$ cat config.mk
export PLATFORM = sky130hd
export DESIGN_NAME = uart_tx_arbiter
export DESIGN_NICKNAME = d
export VERILOG_FILES = /design/src/rtl/uart_tx_pkg.sv /design/src/rtl/rr_pick.sv /design/src/rtl/uart_tx_arbiter.sv
export SDC_FILE = /design/constraint.sdc
export NUM_CORES = 1
export LEC_CHECK = 0
export BUFFER_PORTS_ARGS = -buffer_cell sky130_fd_sc_hd__buf_2
export CORE_ASPECT_RATIO = 0.9
export CORE_MARGIN = 5
export CORE_UTILIZATION = 54
export CTS_CLUSTER_SIZE = 10
export DETAILED_ROUTE_END_ITERATION = 8
export PLACE_DENSITY = 0.83
export SLEW_MARGIN = 20
export SYNTH_ARGS = -nofsm -noshare
export SYNTH_HDL_FRONTEND = slang
export SYNTH_SLANG_ARGS = --single-unit
$ cat constraint.sdc
create_clock -name clk -period 9.5 [get_ports clk]
set_input_delay 0.475 -clock clk [delete_from_list [all_inputs] [get_ports clk]]
set_output_delay 0.475 -clock clk [all_outputs]
set_load 0.05 [all_outputs]
$ cat src/rtl/uart_tx_pkg.sv
// rtl/uart_tx_pkg.sv - shared state encoding, byte width and index-width helper for the UART TX arbiter
package uart_tx_pkg;

  localparam int BYTE_W = 8;

  typedef enum logic [1:0] {
    IDLE      = 2'd0,
    ISSUE     = 2'd1,
    WAIT_BUSY = 2'd2,
    WAIT_DONE = 2'd3
  } state_e;

  // Index width that never collapses to zero bits, even for tiny requester counts.
  function automatic int IDW(input int n);
    return (n < 2) ? 1 : $clog2(n);
  endfunction

endpackage

$ cat src/rtl/rr_pick.sv
// rtl/rr_pick.sv - combinational round-robin picker: first valid index above the pointer, wrapping
module rr_pick
  import uart_tx_pkg::*;
#(
  parameter int N  = 4,
  parameter int IW = IDW(N)
) (
  input  logic [N-1:0]  valid_i,
  input  logic [IW-1:0] ptr_i,
  output logic [N-1:0]  gnt_o,
  output logic [IW-1:0] idx_o,
  output logic          any_o
);

  // Scan ptr+1, ptr+2, ... ptr+N (mod N); the first valid entry wins, so the pointer itself is last.
  always_comb begin
    logic [IW-1:0] j;
    gnt_o = '0;
    idx_o = '0;
    any_o = 1'b0;
    j     = '0;
    for (int k = 1; k <= N; k++) begin
      j = IW'((int'(ptr_i) + k) % N);
      if (!any_o && valid_i[j]) begin
        gnt_o[j] = 1'b1;
        idx_o    = j;
        any_o    = 1'b1;
      end
    end
  end

endmodule

$ cat src/rtl/uart_tx_arbiter.sv
// rtl/uart_tx_arbiter.sv - round-robin byte arbiter driving one UART transmitter; UART_TX_ARB_LOCK_EN adds packet locking
module uart_tx_arbiter
  import uart_tx_pkg::*;
#(
  parameter int NUM_REQ      = 4,
  parameter int BUSY_TIMEOUT = 16
) (
  input  logic                        clk,
  input  logic                        rst_n,
  input  logic [NUM_REQ-1:0]          req_valid,
  input  logic [BYTE_W*NUM_REQ-1:0]   req_data,
`ifdef UART_TX_ARB_LOCK_EN
  input  logic [NUM_REQ-1:0]          req_last,
`endif
  output logic [NUM_REQ-1:0]          req_ready,
  output logic                        tx_start,
  output logic [BYTE_W-1:0]           tx_data,
  input  logic                        tx_busy,
  output logic [IDW(NUM_REQ)-1:0]     grant_id,
  output logic                        err_timeout
);

  localparam int IW = IDW(NUM_REQ);
  localparam int CW = $clog2(BUSY_TIMEOUT + 1);

  state_e            state_q, state_d;
  logic [IW-1:0]     ptr_q, ptr_d;
  logic [BYTE_W-1:0] data_q, data_d;
  logic [IW-1:0]     grant_q, grant_d;
  logic              err_q, err_d;
  logic [CW-1:0]     cnt_q, cnt_d;

  logic [NUM_REQ-1:0] pick_valid;
  logic [NUM_REQ-1:0] pick_gnt;
  logic [IW-1:0]      pick_idx;
  logic               pick_any;

`ifdef UART_TX_ARB_LOCK_EN
  logic lock_q, lock_d;
  // While locked only the current owner may be picked; the others are masked out entirely.
  assign pick_valid = lock_q ? (req_valid & (NUM_REQ'(1) << grant_q)) : req_valid;
`else
  assign pick_valid = req_valid;
`endif

  rr_pick #(
    .N  (NUM_REQ),
    .IW (IW)
  ) u_pick (
    .valid_i (pick_valid),
    .ptr_i   (ptr_q),
    .gnt_o   (pick_gnt),
    .idx_o   (pick_idx),
    .any_o   (pick_any)
  );

  assign tx_data     = data_q;
  assign grant_id    = grant_q;
  assign err_timeout = err_q;

  // Next-state and handshake outputs: accept only in IDLE with an idle transmitter, then start, then track busy.
  always_comb begin
    state_d   = state_q;
    ptr_d     = ptr_q;
    data_d    = data_q;
    grant_d   = grant_q;
    err_d     = err_q;
    cnt_d     = cnt_q;
    req_ready = '0;
    tx_start  = 1'b0;
`ifdef UART_TX_ARB_LOCK_EN
    lock_d    = lock_q;
`endif
    case (state_q)
      IDLE: begin
        if (!tx_busy && pick_any) begin
          req_ready = pick_gnt;
          data_d    = req_data[pick_idx*BYTE_W +: BYTE_W];
          grant_d   = pick_idx;
          ptr_d     = pick_idx;
          state_d   = ISSUE;
`ifdef UART_TX_ARB_LOCK_EN
          lock_d    = !req_last[pick_idx];
`endif
        end
      end
      ISSUE: begin
        tx_start = 1'b1;
        cnt_d    = '0;
        state_d  = WAIT_BUSY;
      end
      WAIT_BUSY: begin
        // cnt_d is the number of WAIT_BUSY cycles including this one; busy on the last allowed cycle still wins.
        cnt_d = cnt_q + CW'(1);
        if (tx_busy) begin
          state_d = WAIT_DONE;
        end else if (cnt_d == CW'(BUSY_TIMEOUT)) begin
          err_d   = 1'b1;
          state_d = IDLE;
        end
      end
      WAIT_DONE: begin
        if (!tx_busy) begin
          state_d = IDLE;
        end
      end
      default: state_d = IDLE;
    endcase
  end

  // State registers; pointer resets to the top index so requester 0 is searched first.
  always_ff @(posedge clk or negedge rst_n) begin
    if (!rst_n) begin
      state_q <= IDLE;
      ptr_q   <= IW'(NUM_REQ - 1);
      data_q  <= '0;
      grant_q <= '0;
      err_q   <= 1'b0;
      cnt_q   <= '0;
`ifdef UART_TX_ARB_LOCK_EN
      lock_q  <= 1'b0;
`endif
    end else begin
      state_q <= state_d;
      ptr_q   <= ptr_d;
      data_q  <= data_d;
      grant_q <= grant_d;
      err_q   <= err_d;
      cnt_q   <= cnt_d;
`ifdef UART_TX_ARB_LOCK_EN
      lock_q  <= lock_d;
`endif
    end
  end

endmodule

After elaboration in Yosys (flattened, before gate mapping):

Index checks and enable logic that the tools add are counted.

* register bits after elaboration: 20
* latch bits: 0
* RAM bits: 0
* memory bits (read-only): 0
* bits of input ports: 39
* output and inout port bits: 16
* logic and storage cells: 85
* memories kept: 0

* add/sub/neg operators: 5
* $mul: 0
* div/mod/pow operators: 0
* $lt $le $gt $ge: 8
* equality and inequality tests: 7
* shift operators: 1
* muxes and demuxes: 37
* bitwise gates (word level): 4
* reductions and logical operators: 17

Operators with widths (number)
* $shiftx A32 B6 Y8: 1
* $mux W4: 6
* $mux W2: 8
* $mux W1: 13
* $lt A2 B3 Y1 const B: 4
* $or A4 B4 Y4: 3
* $pmux W5 S2: 1
* $bmux W1 S2: 4
* $demux W1 S2: 4
* $ge A2 B1 Y1 const B: 4
* $logic_and A1 B1 Y1: 8
* $pmux W2 S4: 1
* $reduce_and A3 Y1: 2
* $add A5 B1 Y5 const B: 1
* $eq A5 B5 Y1 const B: 1
* $add A2 B1 Y2 const B: 2
* $add A2 B2 Y2 const B: 2
* $eq A2 B2 Y1 const B: 2
* $logic_not A1 Y1: 4
* $ne A2 B2 Y1 const B: 2
* $ne A3 B3 Y1 const B: 1
* $eq A2 B1 Y1 const B: 1
* $logic_not A2 Y1: 1
* $reduce_and A2 Y1: 1
* 2 further kinds: 2

Logic depth before layout (Yosys ltp):

* depth in word-level cells: 16
* gate-level depth with buffers: 12
* depth with buffers taken out: 8

Modules after synthesis:

A second synthesis with hierarchy kept.

* cells, all modules: 187
* area, all modules: 1710.4 um2

Modules (own cells, without submodules)
* uart_tx_arbiter: instances 1, cells an instance 119, area an instance 1184.9 um2, sequential area each 503.0 um2
* rr_pick: instances 1, cells an instance 68, area an instance 525.5 um2, sequential area each 0.0 um2

Worst setup path after synthesis:

OpenSTA, ideal clock, no wires.

* path type: reg2out
* from: register ptr_q[0]
* to: output req_ready[0]
* data arrival time: 3.198 ns
* required time: 9.025 ns
* slack: 5.827 ns
* cell stages (with the launch flop): 10
* path buffers: 2
* cells stage by stage: dfstp_2 -> buf_6 -> inv_1 -> buf_1 -> ha_1 -> mux4_2 -> and2b_1 -> nor3b_1 -> a221oi_1 -> nor2_1

* longest elaborated chain between the ends: 16
* elaborated cells between the ends (all ways): 52
* classes of those cells: add/sub: 4; order compare: 8; mux: 26; bitwise: 3; reduce/logical: 11

Ends and longest elaborated chain
* start: declaration: line uart_tx_arbiter.sv:27 `logic [IW-1:0] ptr_q, ptr_d;`
* start signal: assignment: line uart_tx_arbiter.sv:115 `ptr_q <= IW'(NUM_REQ - 1);`
* start signal: assignment: line uart_tx_arbiter.sv:125 `ptr_q <= ptr_d;`
* branches (longest 14 deep; another with $lt A2 B3 Y1)
* $mux W4 *: line uart_tx_arbiter.sv:76 `if (!tx_busy && pick_any) begin`
* $mux W4 *: line uart_tx_arbiter.sv:74 `case (state_q)`
* end: declaration: line uart_tx_arbiter.sv:15 `output logic [NUM_REQ-1:0] req_ready,`

Mark *: on every way between the ends. The select of a mux whose other input is x is not followed.

Final worst setup path:

* from: register ptr_q[0]
* to: output req_ready[3]

The elaborated chain is that of the path after synthesis.

==> impl_metrics.toml <==
[outcome]
run_status = "finished clean"

[sta]
final_cycle_share_pct = 42.8
max-slew-margin-rel_pct = 50.6
timing.clock.skew_ns = 0.00449
timing.setup.tns_ns = 0
timing_worst_slew_pin_value_ns = 0.739
finalWorstPathRequiredPeriod_ns = 4.07
hold_viol = 0
finalSetupViolCount = 0
post-route-worst-setup-slack_ns = 5.43
setup_repair_after_global_routing_missed_its_margin = "false"
clock.fmax_mhz = 246
finalMaxSlewViolations = 0

[final_layout]
share_of_cells_above_drive_strength_1_pct = 28.4
antennaDiodeCount = 0
syn2layout_area_growth_pct = 17.9
fin_nets = 310
finalCoreUtilization_pct = 64.6

[cts]
cts_root_buf = "clkbuf_8"
cts_tree = "built"
register_clock_pin_slew_on_the_reported_worst_setup_and_hold_paths_ns = 0.08
post_cts_resized = 0
cts_made_buffers = 3
tritoncts_num_sinks = 20
htreeDepth = 1
cts-root-to-sink-buffers = 2
post_cts_hold_buffer_count = 0
clk_latency_ns = 0.27
postCtsSetupRepairBufs = 0

[setup_path]
crit_path_start_kind = "flop"
reg2reg_path_depth = 8
endpoint_kind = "output port"
worstReg2RegEnd = "tx_data[7]$_DFFE_PN0P_"
worstSetupPathType = "reg2out"
worst_ep_required_time_ns = 9.03
worst-r2r-setup-slack_ns = 6.12
crit-reg2reg-launch = "ptr_q[0]$_DFFE_PN1P_"
critPathMaxFanout = 25
arrival_time_worst_endpoint_ns = 3.60

[synth]
synth-compound-area-share_pct = 24.7
synthCells = 211
synthAdderAreaFrac_pct = 8.92
yosysTopAreaCell = "dfrtp_1"
synth_top_cell_area_share_pct = 24.7
synthDistinctLibCells = 48
synth-seq-cells = 20
dominant_cell_by_count_in_the_synthesized_netlist = "inv_1"
synth_area_per_cell_um2 = 8.65
xor_xnor_portion_of_the_synthesized_cell_area_pct = 0.960
post_synth_most_frequent_cells = "inv_1, dfrtp_1, nand3_1"
combined_area_of_all_synthesized_cells_um2 = 1820
synth_top_family_by_area = "compound AO/OA/AOI/OAI gates"
synth-edff-count = 0
synth_simple_gate_area_share_pct = 18.5
synth-main-ff-cell = "dfrtp_1"
count_of_warnings_emitted_by_yosys = 0
yosysSeqAreaShare_pct = 27.6
synth_top_cells_by_area = "dfrtp_1, ha_1, a221oi_1"
synth.mux.area_fraction_pct = 10.6
synthesis.nets = 263
asyncSetResetFlopFracSynth_pct = 100

[floorplanning]
io_pins = 55
die_area_um2 = 4640
initial_standard_cell_utilization_of_the_core_pct = 54.8
dieWidth_um = 71.3
fp-row-count = 20
floorplan.die.height_um = 65.1
core_area_um2 = 3330

[detailed_routing]
ant_nets = 0
post_drt_wl_per_cell_um = 15.1
drt_first_iter_violations = 170
viasPerCell = 5.90
num_vias = 1777
wl_mm = 4.55
drt_drc_violations_left = 0
drt_first_pass_iters = 4

[global_routing]
globalRoute.totalOverflow = 0
globalRouteTotalUtil_pct = 19.4
grt_pass1_wl_mm = 7.42
first_global_vias = 1651
largest_net_degree_at_the_start_of_global_routing = 26
number_of_antenna_violations_at_the_first_check_in_global_routing = 0

[placed_design]
dp_hpwl_mm = 3.36
port_buffers = 54
finalWeightedCongestion = 0.850
preCtsSetupSlack_ns = 5.76

[min_path]
min_path_type = "in2async"

[pwr]
max-vdd-ir-drop_uv = 193
power.density_cell_area_nw_per_um2 = 363
leakagePower_nw = 1.05

[job]
max_cap_viol_count = 0
==> final cells by class <==
type,instances,area [µm²]
clock buffer,3,41.3
clock inverter,1,30.0
fill,301,1180
inverter,24,90.1
multi-input combinational,155,1160
sequential,20,503
tap,44,55.1
timing repair buffer,54,270
==> how the worst max path moves through the flow <==
stage	slack [ns]	endpoint	start
3_3_place_gp	5.87	req_ready[1]	ptr_q[0]$_DFFE_PN1P_
6_report	5.43	req_ready[3]	ptr_q[0]$_DFFE_PN1P_
2_1_floorplan	5.83	req_ready[0]	ptr_q[0]$_DFFE_PN1P_
5_1_grt	5.16	req_ready[3]	ptr_q[0]$_DFFE_PN1P_
3_5_place_dp	5.76	req_ready[3]	ptr_q[0]$_DFFE_PN1P_
4_1_cts	5.46	req_ready[3]	ptr_q[0]$_DFFE_PN1P_
==> worst max-delay path, cell delays in order (launching register included) <==
cell and delay (ns):
dfstp_2 0.86, inv_1 0.40, ha_1 0.46, mux4_2 0.34, and2b_1 0.29, nor3b_1 0.43, a221oi_1 0.16, nor2_1 0.11
buf_2 0.27
==> per-layer routing <==
metal | share of wire [%] | GRT usage, % | up-vias | routed length (µm)
met5 | 0 | 0 | - | 0
met1 | 44 | 26.2 | 829 | 1980
li1 | - | - | 863 | -
met2 | 47 | 30.5 | 83 | 2120
met4 | 0.35 | 5.16 | 0 | 16
met3 | 9.4 | 5.66 | 2 | 428
==> cell families after synthesis <==
| kind of cell | after synthesis |
|---|---|
| adder cells (fa/ha/maj) | 13 |
| AND/OR/NAND/NOR | 66 |
| multiplexers | 14 |
| AO/OA/AOI/OAI | 60 |
| buffers and inverters | 36 |
| flip-flops | 20 |
| XOR/XNOR | 2 |
==> sequential cells by signal, indices dropped and copies added (netlist names) <==
register and flops:
cnt_q 5, err_timeout 1, grant_id 2, ptr_q 2, state_q 2, tx_data 8
==> metrics by stage <==
step	total power, W	hold WS [ns]	area (µm²)	cells
after floorplan	0.000606	0.179	1820	211
after global placement	0.000680	0.444	2080	297
after detailed placement	0.000689	0.442	2080	297
after CTS	0.000782	0.167	2150	301
after global routing	0.000836	0.180	2150	301
final	0.000780	0.148	2150	301
==> power breakdown <==
| group | switching, W | total (W) | internal, W |
|---|---|---|---|
| Clock | 0.0000317 | 0.0000880 | 0.0000563 |
| Combinational | 0.000340 | 0.000530 | 0.000190 |
| Sequential | 0.0000414 | 0.000162 | 0.000121 |
==> placed cells by master (no fill, tap or decap), types with 2 or more instances in the layout <==
| cell type | instances |
|---|---|
| a221oi_1 | 11 |
| mux2i_1 | 8 |
| mux2_4 | 3 |
| a211oi_1 | 2 |
| nand3_1 | 18 |
| clkbuf_8 | 3 |
| buf_2 | 54 |
| nand2_1 | 16 |
| o21ai_1 | 7 |
| xnor2_1 | 2 |
| o21ai_0 | 9 |
| nor2_1 | 16 |
| o22ai_1 | 3 |
| dfstp_2 | 2 |
| nor3_1 | 2 |
| a21oi_1 | 7 |
| dfrtp_1 | 18 |
| mux4_2 | 3 |
| a32oi_1 | 7 |
| a22oi_1 | 4 |
| nor3b_1 | 2 |
| ha_1 | 13 |
| inv_1 | 24 |
Power figures use the tool's default switching activity.
